### config.mk
export PLATFORM = sky130hd
export DESIGN_NAME = uart_cmd_capture_flat
export DESIGN_NICKNAME = d
export VERILOG_FILES = /design/src/rtl/uart_cmd_capture_if.sv /design/src/rtl/uart_cmd_capture.sv /design/src/flat_wrapper.sv
export SDC_FILE = /design/constraint.sdc
export NUM_CORES = 1
export LEC_CHECK = 0
export BUFFER_PORTS_ARGS = -buffer_cell sky130_fd_sc_hd__buf_2
export CORE_MARGIN = 4
export CORE_UTILIZATION = 32
export DETAILED_ROUTE_END_ITERATION = 8
export GPL_ROUTABILITY_DRIVEN = 1
export PLACE_DENSITY_LB_ADDON = 0.05
export SYNTH_ARGS = -nofsm -noshare
export SYNTH_HDL_FRONTEND = slang
export SYNTH_SLANG_ARGS = --single-unit
### constraint.sdc
create_clock -name clock -period 2.2 [get_ports clock]
set_clock_uncertainty 0.1 [all_clocks]
set_input_delay 0.44 -clock clock [delete_from_list [all_inputs] [get_ports clock]]
set_output_delay 0.44 -clock clock [all_outputs]
set_load 0.005 [all_outputs]
### src/rtl/uart_cmd_capture_if.sv
// rtl/uart_cmd_capture_if.sv - UART RX byte strobe and TX reply handshake bundle
//
// Signals:
//   byte_in        8  received byte from UART RX
//   byte_in_valid  1  one-cycle strobe, byte_in valid
//   tx_byte        8  reply byte towards UART TX
//   tx_valid       1  reply pending
//   tx_ready       1  TX accepts tx_byte when tx_valid & tx_ready
// master: the UART side (drives RX bytes and tx_ready)
// slave:  the command capture block
interface uart_cmd_capture_if;
    logic [7:0] byte_in;
    logic       byte_in_valid;
    logic [7:0] tx_byte;
    logic       tx_valid;
    logic       tx_ready;

    modport master (
        output byte_in,
        output byte_in_valid,
        output tx_ready,
        input  tx_byte,
        input  tx_valid
    );

    modport slave (
        input  byte_in,
        input  byte_in_valid,
        input  tx_ready,
        output tx_byte,
        output tx_valid
    );
endinterface

### src/rtl/uart_cmd_capture.sv
// rtl/uart_cmd_capture.sv - UART command-frame capture with ACK/NAK reply and 7-seg digit scan
//
// Assembles {opcode,argument} frames MS byte first, enforces an inter-byte
// timeout, answers ACK (good frame) or NAK (timed-out frame) over the TX
// handshake, latches the last good frame and scans its nibbles onto digits.
//
// Ports:
//   clock         in   system clock
//   reset         in   asynchronous active-low reset
//   uart          slave modport: byte_in/byte_in_valid in, tx_byte/tx_valid out, tx_ready in
//   cmd_valid     out  one-cycle pulse, new frame on opcode/command
//   opcode        out  last good opcode (8*OPCODE_BYTES)
//   command       out  last good argument (8*ARG_BYTES, 1 bit tied 0 when ARG_BYTES=0)
//   frame_error   out  one-cycle pulse on timeout discard
//   overrun       out  one-cycle pulse on byte dropped while replying
//   digit_sel     out  one-hot active-high digit enable
//   digit_nibble  out  nibble for the selected digit
module uart_cmd_capture #(
    parameter int         OPCODE_BYTES   = 1,
    parameter int         ARG_BYTES      = 4,
    parameter int         TIMEOUT_CYCLES = 100000,
    parameter logic [7:0] ACK_BYTE       = 8'h06,
    parameter logic [7:0] NAK_BYTE       = 8'h15,
    parameter int         NUM_DIGITS     = 8,
    parameter int         SCAN_DIV       = 20000
) (
    input  logic                                         clock,
    input  logic                                         reset,
    uart_cmd_capture_if.slave                            uart,
    output logic                                         cmd_valid,
    output logic [8*OPCODE_BYTES-1:0]                    opcode,
    output logic [((ARG_BYTES > 0) ? 8*ARG_BYTES : 1)-1:0] command,
    output logic                                         frame_error,
    output logic                                         overrun,
    output logic [NUM_DIGITS-1:0]                        digit_sel,
    output logic [3:0]                                   digit_nibble
);
    localparam int FRAME_BYTES = OPCODE_BYTES + ARG_BYTES;
    localparam int FW  = 8 * FRAME_BYTES;
    localparam int CW  = $clog2(FRAME_BYTES + 1);
    localparam int TW  = $clog2(TIMEOUT_CYCLES + 1);
    localparam int SW  = (SCAN_DIV > 1) ? $clog2(SCAN_DIV) : 1;
    localparam int DIW = (NUM_DIGITS > 1) ? $clog2(NUM_DIGITS) : 1;

    typedef enum logic [1:0] {IDLE, COLLECT, SEND} state_t;

    state_t        state_q, state_d;
    logic [FW-1:0] shreg_q, shreg_d;
    logic [FW-1:0] hold_q, hold_d;
    logic [CW-1:0] count_q, count_d;
    logic [TW-1:0] timer_q, timer_d;
    logic          tx_valid_q, tx_valid_d;
    logic [7:0]    tx_byte_q, tx_byte_d;
    logic          cmd_valid_d, frame_error_d, overrun_d;

    logic [FW-1:0] shifted;
    logic [CW-1:0] next_count;

    assign shifted    = (shreg_q << 8) | FW'(uart.byte_in);
    assign next_count = count_q + CW'(1);

    always_ff @(posedge clock or negedge reset) begin
        if (!reset) begin
            state_q     <= IDLE;
            shreg_q     <= '0;
            hold_q      <= '0;
            count_q     <= '0;
            timer_q     <= '0;
            tx_valid_q  <= 1'b0;
            tx_byte_q   <= '0;
            cmd_valid   <= 1'b0;
            frame_error <= 1'b0;
            overrun     <= 1'b0;
        end else begin
            state_q     <= state_d;
            shreg_q     <= shreg_d;
            hold_q      <= hold_d;
            count_q     <= count_d;
            timer_q     <= timer_d;
            tx_valid_q  <= tx_valid_d;
            tx_byte_q   <= tx_byte_d;
            cmd_valid   <= cmd_valid_d;
            frame_error <= frame_error_d;
            overrun     <= overrun_d;
        end
    end

    always_comb begin
        state_d       = state_q;
        shreg_d       = shreg_q;
        hold_d        = hold_q;
        count_d       = count_q;
        timer_d       = timer_q;
        tx_valid_d    = tx_valid_q;
        tx_byte_d     = tx_byte_q;
        cmd_valid_d   = 1'b0;
        frame_error_d = 1'b0;
        overrun_d     = 1'b0;

        case (state_q)
            IDLE: begin
                if (uart.byte_in_valid) begin
                    timer_d = '0;
                    if (FRAME_BYTES == 1) begin
                        hold_d      = FW'(uart.byte_in);
                        cmd_valid_d = 1'b1;
                        tx_byte_d   = ACK_BYTE;
                        tx_valid_d  = 1'b1;
                        count_d     = '0;
                        state_d     = SEND;
                    end else begin
                        shreg_d = FW'(uart.byte_in);
                        count_d = CW'(1);
                        state_d = COLLECT;
                    end
                end
            end
            COLLECT: begin
                // A byte on the same cycle the timer expires still counts as in time.
                if (uart.byte_in_valid) begin
                    timer_d = '0;
                    if (next_count == CW'(FRAME_BYTES)) begin
                        hold_d      = shifted;
                        cmd_valid_d = 1'b1;
                        tx_byte_d   = ACK_BYTE;
                        tx_valid_d  = 1'b1;
                        count_d     = '0;
                        state_d     = SEND;
                    end else begin
                        shreg_d = shifted;
                        count_d = next_count;
                    end
                end else if (timer_q == TW'(TIMEOUT_CYCLES)) begin
                    frame_error_d = 1'b1;
                    tx_byte_d     = NAK_BYTE;
                    tx_valid_d    = 1'b1;
                    count_d       = '0;
                    timer_d       = '0;
                    state_d       = SEND;
                end else begin
                    timer_d = timer_q + TW'(1);
                end
            end
            SEND: begin
                tx_valid_d = 1'b1;
                if (uart.tx_ready) begin
                    tx_valid_d = 1'b0;
                    state_d    = IDLE;
                end
                if (uart.byte_in_valid) begin
                    overrun_d = 1'b1;
                end
            end
            default: begin
                state_d    = IDLE;
                tx_valid_d = 1'b0;
            end
        endcase
    end

    assign uart.tx_valid = tx_valid_q;
    assign uart.tx_byte  = tx_byte_q;
    assign opcode        = hold_q[FW-1 -: 8*OPCODE_BYTES];

    generate
        if (ARG_BYTES > 0) begin : g_cmd
            assign command = hold_q[8*ARG_BYTES-1:0];
        end else begin : g_no_cmd
            assign command = 1'b0;
        end
    endgenerate

    // Digit scan: free-running, independent of the frame FSM. The nibble is
    // registered from the index digit_sel moves to, so both change together.
    logic [SW-1:0]  scan_cnt_q;
    logic [DIW-1:0] digit_idx_q;
    logic           scan_wrap;
    logic [DIW-1:0] idx_next;
    logic [DIW-1:0] idx_after_wrap;

    assign scan_wrap      = (scan_cnt_q == SW'(SCAN_DIV - 1));
    assign idx_after_wrap = (digit_idx_q == DIW'(NUM_DIGITS - 1)) ? '0 : digit_idx_q + DIW'(1);
    assign idx_next       = scan_wrap ? idx_after_wrap : digit_idx_q;

    always_ff @(posedge clock or negedge reset) begin
        if (!reset) begin
            scan_cnt_q   <= '0;
            digit_idx_q  <= '0;
            digit_sel    <= NUM_DIGITS'(1);
            digit_nibble <= '0;
        end else begin
            scan_cnt_q   <= scan_wrap ? '0 : scan_cnt_q + SW'(1);
            digit_idx_q  <= idx_next;
            digit_sel    <= NUM_DIGITS'(1) << idx_next;
            digit_nibble <= 4'(hold_q >> {idx_next, 2'b00});
        end
    end
endmodule

### src/flat_wrapper.sv
// flat-port wrapper written by rule: the top's interface ports become plain ports
module uart_cmd_capture_flat 
#(
    parameter int         OPCODE_BYTES   = 1,
    parameter int         ARG_BYTES      = 4,
    parameter int         TIMEOUT_CYCLES = 100000,
    parameter logic [7:0] ACK_BYTE       = 8'h06,
    parameter logic [7:0] NAK_BYTE       = 8'h15,
    parameter int         NUM_DIGITS     = 8,
    parameter int         SCAN_DIV       = 20000
)
  (clock, reset, cmd_valid, opcode, command, frame_error, overrun, digit_sel, digit_nibble, uart_byte_in, uart_byte_in_valid, uart_tx_ready, uart_tx_byte, uart_tx_valid);
  uart_cmd_capture_if uart_i ();
  input  logic clock;
  input  logic reset;
  output logic cmd_valid;
  output logic [8*OPCODE_BYTES-1:0] opcode;
  output logic [((ARG_BYTES > 0) ? 8*ARG_BYTES : 1)-1:0] command;
  output logic frame_error;
  output logic overrun;
  output logic [NUM_DIGITS-1:0] digit_sel;
  output logic [3:0] digit_nibble;
  input wire logic [$bits(uart_i.byte_in)-1:0] uart_byte_in;
  input wire logic [$bits(uart_i.byte_in_valid)-1:0] uart_byte_in_valid;
  input wire logic [$bits(uart_i.tx_ready)-1:0] uart_tx_ready;
  output wire logic [$bits(uart_i.tx_byte)-1:0] uart_tx_byte;
  output wire logic [$bits(uart_i.tx_valid)-1:0] uart_tx_valid;
  assign uart_i.byte_in = uart_byte_in;
  assign uart_i.byte_in_valid = uart_byte_in_valid;
  assign uart_i.tx_ready = uart_tx_ready;
  assign uart_tx_byte = uart_i.tx_byte;
  assign uart_tx_valid = uart_i.tx_valid;
  uart_cmd_capture #(.OPCODE_BYTES(OPCODE_BYTES), .ARG_BYTES(ARG_BYTES), .TIMEOUT_CYCLES(TIMEOUT_CYCLES), .ACK_BYTE(ACK_BYTE), .NAK_BYTE(NAK_BYTE), .NUM_DIGITS(NUM_DIGITS), .SCAN_DIV(SCAN_DIV)) u_core (.clock(clock), .reset(reset), .uart(uart_i), .cmd_valid(cmd_valid), .opcode(opcode), .command(command), .frame_error(frame_error), .overrun(overrun), .digit_sel(digit_sel), .digit_nibble(digit_nibble));
endmodule
Word-level counts from Yosys, hierarchy flattened
Cells that the tools add are included.
Word-level totals
  bits in registers: 136
  bits in latches: 0
  RAM bits: 0
  memory bits (read-only): 0
  bits of input ports: 12
  output and inout bits: 64
  memories: 0
Cells by class
  $add $sub $neg: 4
  multipliers: 0
  divide/modulo/power cells: 0
  $lt $le $gt $ge: 0
  equal/unequal tests: 13
  shift-type cells: 2
  multiplexer cells: 38
  bitwise operators: 2
  reductions and logical operators: 10
Operators with widths (count)
  $mux W32: 3
  $pmux W32 S2: 1
  $mux W17: 3
  $or A40 B8 Y40: 1
  $shr A40 B5 Y4: 1
  $pmux W17 S2: 1
  $mux W8: 3
  $mux W3: 6
  $add A17 B1 Y17 const B: 1
  $eq A17 B17 Y1 const B: 1
  $add A15 B1 Y15 const B: 1
  $eq A15 B15 Y1 const B: 1
  $mux W15: 1
  $mux W1: 12
  $reduce_and A3 Y1: 4
  $mux W2: 5
  $ne A2 B2 Y1 const B: 4
  $reduce_and A4 Y1: 2
  $shl A1 B3 Y8 const A: 1
  $add A3 B1 Y3 const B: 2
  $eq A3 B3 Y1 const B: 2
  $ne A3 B2 Y1 const B: 2
  $pmux W2 S3: 1
  $pmux W3 S2: 1
  other kinds (8): 9

Depth between registers and ports, before layout
Gate-level depths: netlist of the first run.
  depth in word-level cells: 5
  depth in mapped cells: 10
  mapped depth without buffers: 8

Worst setup path before layout of the first run
OpenSTA, ideal clock, no wires.
  path type: reg2reg
  from: reg u_core.scan_cnt_q[0]
  to: reg u_core.digit_nibble[1]
  library setup time: 0.132 ns
  data arrival time: 1.999 ns
  slack: -0.031 ns
  cell stages (with the launch flop): 9
  buffers on the path: 1
  period minus slack after synthesis: 2.231 ns
  cells stage by stage: dfrtp_1 -> ha_1 -> and4_1 -> and4_1 -> buf_6 -> mux2i_4 -> mux2_2 -> a21oi_1 -> a21oi_1
On the way
  cells in the longest elaborated chain, start to end: 3
RTL lines
  start: declaration: RTL line uart_cmd_capture.sv:175  | logic [SW-1:0] scan_cnt_q;
  start signal: assignment: RTL line uart_cmd_capture.sv:192  | scan_cnt_q <= scan_wrap ? '0 : scan_cnt_q + SW'(1);
  $eq A15 B15 Y1: RTL line uart_cmd_capture.sv:181  | assign scan_wrap = (scan_cnt_q == SW'(SCAN_DIV - 1));
  $mux W3: RTL line uart_cmd_capture.sv:183  | assign idx_next = scan_wrap ? idx_after_wrap : digit_idx_q;
  $shr A40 B5 Y4: RTL line uart_cmd_capture.sv:195  | digit_nibble <= 4'(hold_q >> {idx_next, 2'b00});
  end signal: assignment: RTL line uart_cmd_capture.sv:195
  end: declaration: RTL line uart_cmd_capture.sv:36  | output logic [3:0] digit_nibble
Every way passes these cells.
A chain may end at the register's enable or synchronous reset.

Worst setup path after layout of the first run
  from: reg u_core.scan_cnt_q[1]
  to: reg u_core.digit_nibble[1]
On the way
  cells in the longest elaborated chain, start to end: 3
RTL lines
  $eq A15 B15 Y1: RTL line uart_cmd_capture.sv:181
  $mux W3: RTL line uart_cmd_capture.sv:183
  named net u_core.idx_next[2]: RTL line uart_cmd_capture.sv:178  | logic [DIW-1:0] idx_next;
  $shr A40 B5 Y4: RTL line uart_cmd_capture.sv:195
The timed path passes the listed nets, and every way through them passes these cells.

==> results.py, run 1 <==
metrics = {
    "synth": {
        "synth-edff-count": 0,
        "syn-cell-area_um2": 5840,
        "yosysWarningCount": 0,
        "ys.flop_type": "dfrtp_1",
        "postSynthAreaPerCell_um2": 9.63,
        "synth-async-reset-ratio": 1.00,
        "synth_cell_types": 44,
        "synthCells": 606,
        "ys_seq_area_frac": 0.562,
        "ys_ff_latch": 131,
    },
    "hold_path": {
        "hold_start": "uart_byte_in[7]",
        "holdPathStages": 3,
        "hold_end": "u_core.hold_q[7]",
        "hp-class": "in2reg",
    },
    "grt": {
        "grt_pass1_wl_mm": 25.0,
        "antenna_found_initial": 0,
        "grt_max_degree": 47,
        "grtUsageTotal": 0.157,
        "grt_pass1_vias": 4712,
        "grt_remaining_overflow": 0,
    },
    "sta": {
        "setup_ws_ns": 0.0356,
        "finalSetupViolations": 0,
        "finalCritPeriodShare": 0.984,
        "rsz0062_at_grt": "yes",
        "finalSetupTns_ns": 0,
        "worst_pin_slew_ns": 0.474,
        "drv_slew": 0,
        "timing.slew.headroom": 0.675,
        "timing.hold.ws_ns": 0.122,
        "min_period_ns": 2.16,
        "max_freq_ghz": 0.462,
        "finalHoldViolations": 0,
    },
    "floorplanning": {
        "dieArea_um2": 20500,
        "rows": 49,
        "die_y_um": 143,
        "pin_count": 76,
        "die_w_um": 143,
        "core-area_um2": 18000,
        "start_util": 0.325,
    },
    "finish": {
        "synthToLayoutAreaGrowth_pct": 28.6,
        "seqCellArea_um2": 3280,
        "diodes": 0,
        "nets": 740,
        "multi_input_area_um2": 2470,
        "fill_cells": 1804,
        "drive_above_1_share": 0.260,
        "postLayoutCoreUtil": 0.418,
    },
    "worst_setup_path": {
        "arrival_ns": 2.35,
        "crit_required_ns": 2.39,
        "reg2reg_depth": 9,
        "worst_setup_path_start_kind": "register",
        "crit_start": "u_core.scan_cnt_q[1]",
        "r2r_slack_ns": 0.04,
        "path_max_fanout": 6,
        "crit_path_end_kind": "register",
        "r2r_end": "u_core.digit_nibble[1]",
        "rr_startpoint": "u_core.scan_cnt_q[1]",
        "path_class": "reg2reg",
    },
    "placed_design": {
        "preCtsSetupSlack_ns": -0.216,
        "portBuffers": 71,
        "dp_hpwl_mm": 10.8,
        "gp_congestion": 0.859,
    },
    "clock_network": {
        "cts_htree_levels": 4,
        "insertion_delay_ns": 0.42,
        "ctsLongestPathBuffers": 2,
        "cts_buffers": 17,
        "cts_sinks": 131,
        "cts_tree": "built",
        "cts_root_buf": "clkbuf_16",
        "path_clk_slew_ns": 0.06,
    },
    "power_and_ir_drop": {
        "power.density_nw_per_um2": 1070,
        "peakVddDrop_uv": 718,
        "p_leak_nw": 3.83,
        "finalPower_mw": 8.02,
    },
    "run_status": {
        "status": "finished, final reports clean",
    },
    "routing": {
        "route.detailed.drc": 0,
        "drtAntennaViolNets": 0,
        "vias_per_cell": 4.76,
        "via_count": 4563,
        "drtIter0Drc": 225,
        "wl_per_cell_um": 15.8,
        "finalWirelength_mm": 15.1,
        "drt_pass1_iterations": 6,
    },
    "flow_run": {
        "cap_violations": 0,
    },
}
[sequential cells by signal, indices dropped and copies added, names as in the netlist, 2 cells and up]
name                 count
u_core.count_q           3
u_core.scan_cnt_q       15
u_core.uart.tx_byte      3
u_core.state_q           2
u_core.digit_sel         8
u_core.digit_idx_q       3
u_core.digit_nibble      4
u_core.hold_q           40
u_core.timer_q          17
u_core.shreg_q          32
[power by group]
part           switching [mW]  internal, mW  leakage (nW)
logic                   0.941         0.774          1.78
registers               0.492          2.90          1.76
clock network            1.17          1.73         0.292
[layout make-up]
cell class,instances,area share
clock inverters,14,0.0223
multi-input cells,434,0.329
flip-flops and latches,131,0.437
inverters,13,0.00700
clock buffers,18,0.0585
repair buffers,120,0.108
well taps,229,0.0382
[per-layer routing]
metal  routed length [µm]  global-route usage  vias up
li1                     -                   -     2235
met1                 7310               0.218     2240
met2                 7060               0.239       76
met3                  611              0.0466       12
met4                  161              0.0470        0
met5                    0                   0        -
[stage by stage]
stage	instance area, µm²	cells
2_1_floorplan	5850	609
3_3_place_gp	6750	924
3_5_place_dp	6750	924
4_1_cts	7410	958
5_1_grt	7510	959
6_report	7510	959
[cell usage in the layout (no fill, tap or decap), types with 5 or more instances in the layout]
cell,instances
nand3_1,9
and2_1,9
xor2_1,13
buf_2,70
buf_4,41
o21ai_0,47
buf_12,6
mux2i_1,5
and3_1,9
mux2_2,10
dfrtp_1,130
inv_1,11
nor2_1,23
nand2_1,203
clkbuf_16,17
xnor2_1,7
nand4_1,9
mux2_4,5
ha_1,10
a21oi_1,10
[cells in the mapped netlist, types with 7 or more instances]
master / n / area (µm²)
dfrtp_1: 130 / 3250
nand4_1: 9 / 56.3
mux2_2: 15 / 169
o21ai_0: 50 / 250
a21oi_1: 13 / 65.1
xnor2_1: 7 / 61.3
nand3_1: 10 / 50.1
inv_1: 13 / 48.8
nor2_1: 24 / 90.1
mux2i_1: 7 / 70.1
xor2_1: 13 / 114
ha_1: 11 / 138
nand2_1: 203 / 762
and2_1: 9 / 56.3
and3_1: 9 / 56.3
clkbuf_1: 21 / 78.8
[logic make-up (layout without fill, tap and decap cells)]
| kind of cell | after synthesis | in the layout | share of synthesized area |
|---|---|---|---|
| flip-flops | 131 | 131 | 0.562 |
| AND/OR/NAND/NOR | 291 | 291 | 0.215 |
| adder cells (fa/ha/maj) | 11 | 11 | 0.0236 |
| XOR/XNOR | 20 | 20 | 0.0300 |
| other | 1 | 4 | 0.000642 |
| buffers and inverters | 44 | 165 | 0.0358 |
| multiplexers | 25 | 25 | 0.0510 |
| AO/OA/AOI/OAI | 83 | 83 | 0.0819 |
[critical path, cell delays in order, from the launching register on]
cell and delay, ns:
dfrtp_1 0.36, ha_2 0.19, and4_4 0.20, and4_4 0.26, buf_12 0.14, mux2i_4 0.23, inv_2 0.08, a221o_1 0.28
a21oi_2 0.12, a21oi_1 0.05
[how the worst max path moves through the flow]
| stage | depth (start not counted) | to | slack [ns] |
|---|---|---|---|
| 2_1_floorplan | 8 | u_core.digit_nibble[1] | -0.03 |
| 3_3_place_gp | 7 | u_core.digit_nibble[3] | -0.11 |
| 3_5_place_dp | 7 | u_core.digit_nibble[1] | -0.22 |
| 4_1_cts | 8 | u_core.digit_nibble[2] | 0.005 |
| 5_1_grt | 8 | u_core.digit_nibble[1] | -0.07 |
| 6_report | 9 | u_core.digit_nibble[1] | 0.04 |
[what timing repair did]
action / in CTS / in global routing
endpoints found under the hold margin: 43 / 0
pin swaps: 1 / 8
gates resized for setup: 6 / 23
setup buffers: 1 / 1
hold buffers: 1 / 0
endpoints found under the setup margin: 4 / 45
(Power assumes the default switching activity.)
==> run 2, diff against run 1 <==
Settings changed: RECOVER_POWER set to 100, REMOVE_ABC_BUFFERS set to 1.
==> results.py, run 2 (same netlist as run 1, synthesis figures left out) <==
metrics = {
    "finish": {
        "nets": 745,
        "largest_register_ffs": 40,
        "synthToLayoutAreaGrowth_pct": 27.7,
        "layout_commonest_cell": "nand2_1",
        "drive_above_1_share": 0.261,
        "top_register": "u_core.hold_q",
        "reg_top3": "u_core.hold_q (40), u_core.shreg_q (32), u_core.timer_q (17)",
        "fin_cells": 964,
        "fill_cells": 1785,
        "layout_common_cells": "nand2_1 (203), dfrtp_1 (130), buf_2 (71), o21ai_0 (49), buf_4 (42)",
        "diodes": 0,
    },
    "routing": {
        "via_count": 4515,
        "route.detailed.drc": 0,
        "wl_per_cell_um": 15.6,
        "drtAntennaViolNets": 0,
        "drt_pass1_iterations": 4,
        "vias_per_cell": 4.68,
        "finalWirelength_mm": 15.0,
        "drtIter0Drc": 301,
    },
    "worst_setup_path": {
        "worst_setup_path_start_kind": "register",
        "path_class": "reg2reg",
        "reg2reg_depth": 8,
        "arrival_ns": 2.37,
        "crit_required_ns": 2.39,
        "crit_path_end_kind": "register",
        "path_max_fanout": 8,
    },
    "floorplanning": {
        "start_util": 0.325,
        "pin_count": 76,
        "rows": 49,
        "die_y_um": 143,
        "die_w_um": 143,
        "core-area_um2": 18000,
        "dieArea_um2": 20500,
    },
    "placed_design": {
        "dp_hpwl_mm": 10.4,
        "gp_congestion": 0.789,
        "portBuffers": 71,
        "placedCellCount": 927,
    },
    "flow_run": {
        "cap_violations": 0,
    },
    "power_and_ir_drop": {
        "pwr-share-comb": 0.228,
        "p_leak_nw": 3.82,
        "peakVddDrop_uv": 561,
        "power.density_nw_per_um2": 1040,
        "clkPwrFrac": 0.341,
        "power.internal_mw": 5.28,
        "sequentialPowerShare": 0.430,
        "power.switching_mw": 2.47,
        "switching_share": 0.319,
        "finalPower_mw": 7.74,
    },
    "grt": {
        "grtUsageTotal": 0.155,
        "antenna_found_initial": 0,
        "grt_pass1_vias": 4588,
        "grt_max_degree": 53,
        "grt_pass1_wl_mm": 24.8,
        "grt_remaining_overflow": 0,
    },
    "sta": {
        "rsz0062_at_grt": "yes",
        "min_period_ns": 2.19,
        "finalHoldViolations": 0,
        "worst_pin_slew_ns": 0.796,
        "drv_slew": 0,
        "finalSetupViolations": 0,
        "max_freq_ghz": 0.457,
        "finalCritPeriodShare": 0.995,
        "timing.slew.headroom": 0.470,
    },
    "clock_network": {
        "ctsLongestPathBuffers": 2,
        "cts_sinks": 131,
        "insertion_delay_ns": 0.42,
        "cts_tree": "built",
        "path_clk_slew_ns": 0.06,
        "cts_buffers": 17,
        "cts_htree_levels": 4,
        "cts_root_buf": "clkbuf_16",
    },
    "hold_path": {
        "hp-class": "in2reg",
        "holdPathStages": 3,
    },
    "run_status": {
        "status": "finished, final reports clean",
    },
}
run 2: layout make-up:
class / instances / area, µm² / share of cell area
tap: 229 / 287 / 0.0384
clock buffer: 20 / 447 / 0.0599
multi-input combinational: 434 / 2460 / 0.330
inverter: 13 / 48.8 / 0.00654
sequential: 131 / 3280 / 0.440
clock inverter: 12 / 110 / 0.0148
timing repair buffer: 125 / 827 / 0.111
run 2: metal layers:
metal	vias to the layer above	wire, µm	part of all wire	GRT usage
met5	-	0	0	0
met4	0	273	0.018	0.0560
met3	21	608	0.041	0.0419
met2	71	6800	0.45	0.234
met1	2175	7320	0.49	0.216
li1	2248	-	-	-
run 2: metrics by stage:
stage / util / hold WS, ns / worst slack [ns] / instance area [µm²] / setup TNS, ns
floorplan: - / 0.0444 / -1.37 / 5690 / -99.02
global placement: 0.376 / 0.241 / -0.108 / 6760 / -0.372
detailed placement: 0.376 / 0.245 / -0.215 / 6760 / -0.862
CTS: 0.410 / 0.113 / 0.000135 / 7360 / 0
global route: 0.415 / 0.125 / -0.0714 / 7460 / -0.258
finish: 0.415 / 0.129 / 0.0111 / 7460 / 0
run 2: critical path, stage by stage (launching register included):
cell and delay [ns]:
dfrtp_1 0.37, ha_2 0.19, and4_4 0.23, and4_4 0.30, mux2i_4 0.26, buf_12 0.15, mux2_4 0.30, a21oi_2 0.11
a21oi_1 0.05
run 2: what timing repair did:
action	CTS	global route
gates resized for setup	5	21
endpoints found under the hold margin	27	0
buffers inserted	1	2
hold buffers	1	0
cloned	0	1
pin swaps	0	4
endpoints found under the setup margin	6	16
run 2: power groups by stage:
| stage | registers (mW) | logic [mW] | clock network [mW] |
|---|---|---|---|
| after floorplan | 3.24 | 0.926 | 0 |
| after global placement | 3.38 | 1.72 | 0 |
| after detailed placement | 3.37 | 1.75 | 0 |
| after CTS | 3.33 | 1.76 | 2.74 |
| after global routing | 3.40 | 2.04 | 2.85 |
| final | 3.33 | 1.77 | 2.64 |
run 2: path summary, 6_finish.rpt:
| kind | start | endpoint | slack (ns) |
|---|---|---|---|
| max in group asynchronous | reset | u_core.shreg_q[1] | 0.29 |
| worst max register to register | u_core.scan_cnt_q[1] | u_core.digit_nibble[2] | 0.01 |
| worst min-delay path | uart_byte_in[5] | u_core.hold_q[5] | 0.13 |
| min in group asynchronous | reset | u_core.shreg_q[12] | 0.54 |
| worst max-delay path | u_core.scan_cnt_q[1] | u_core.digit_nibble[2] | 0.01 |
| worst min register to register | u_core.hold_q[37] | u_core.hold_q[37] | 0.37 |
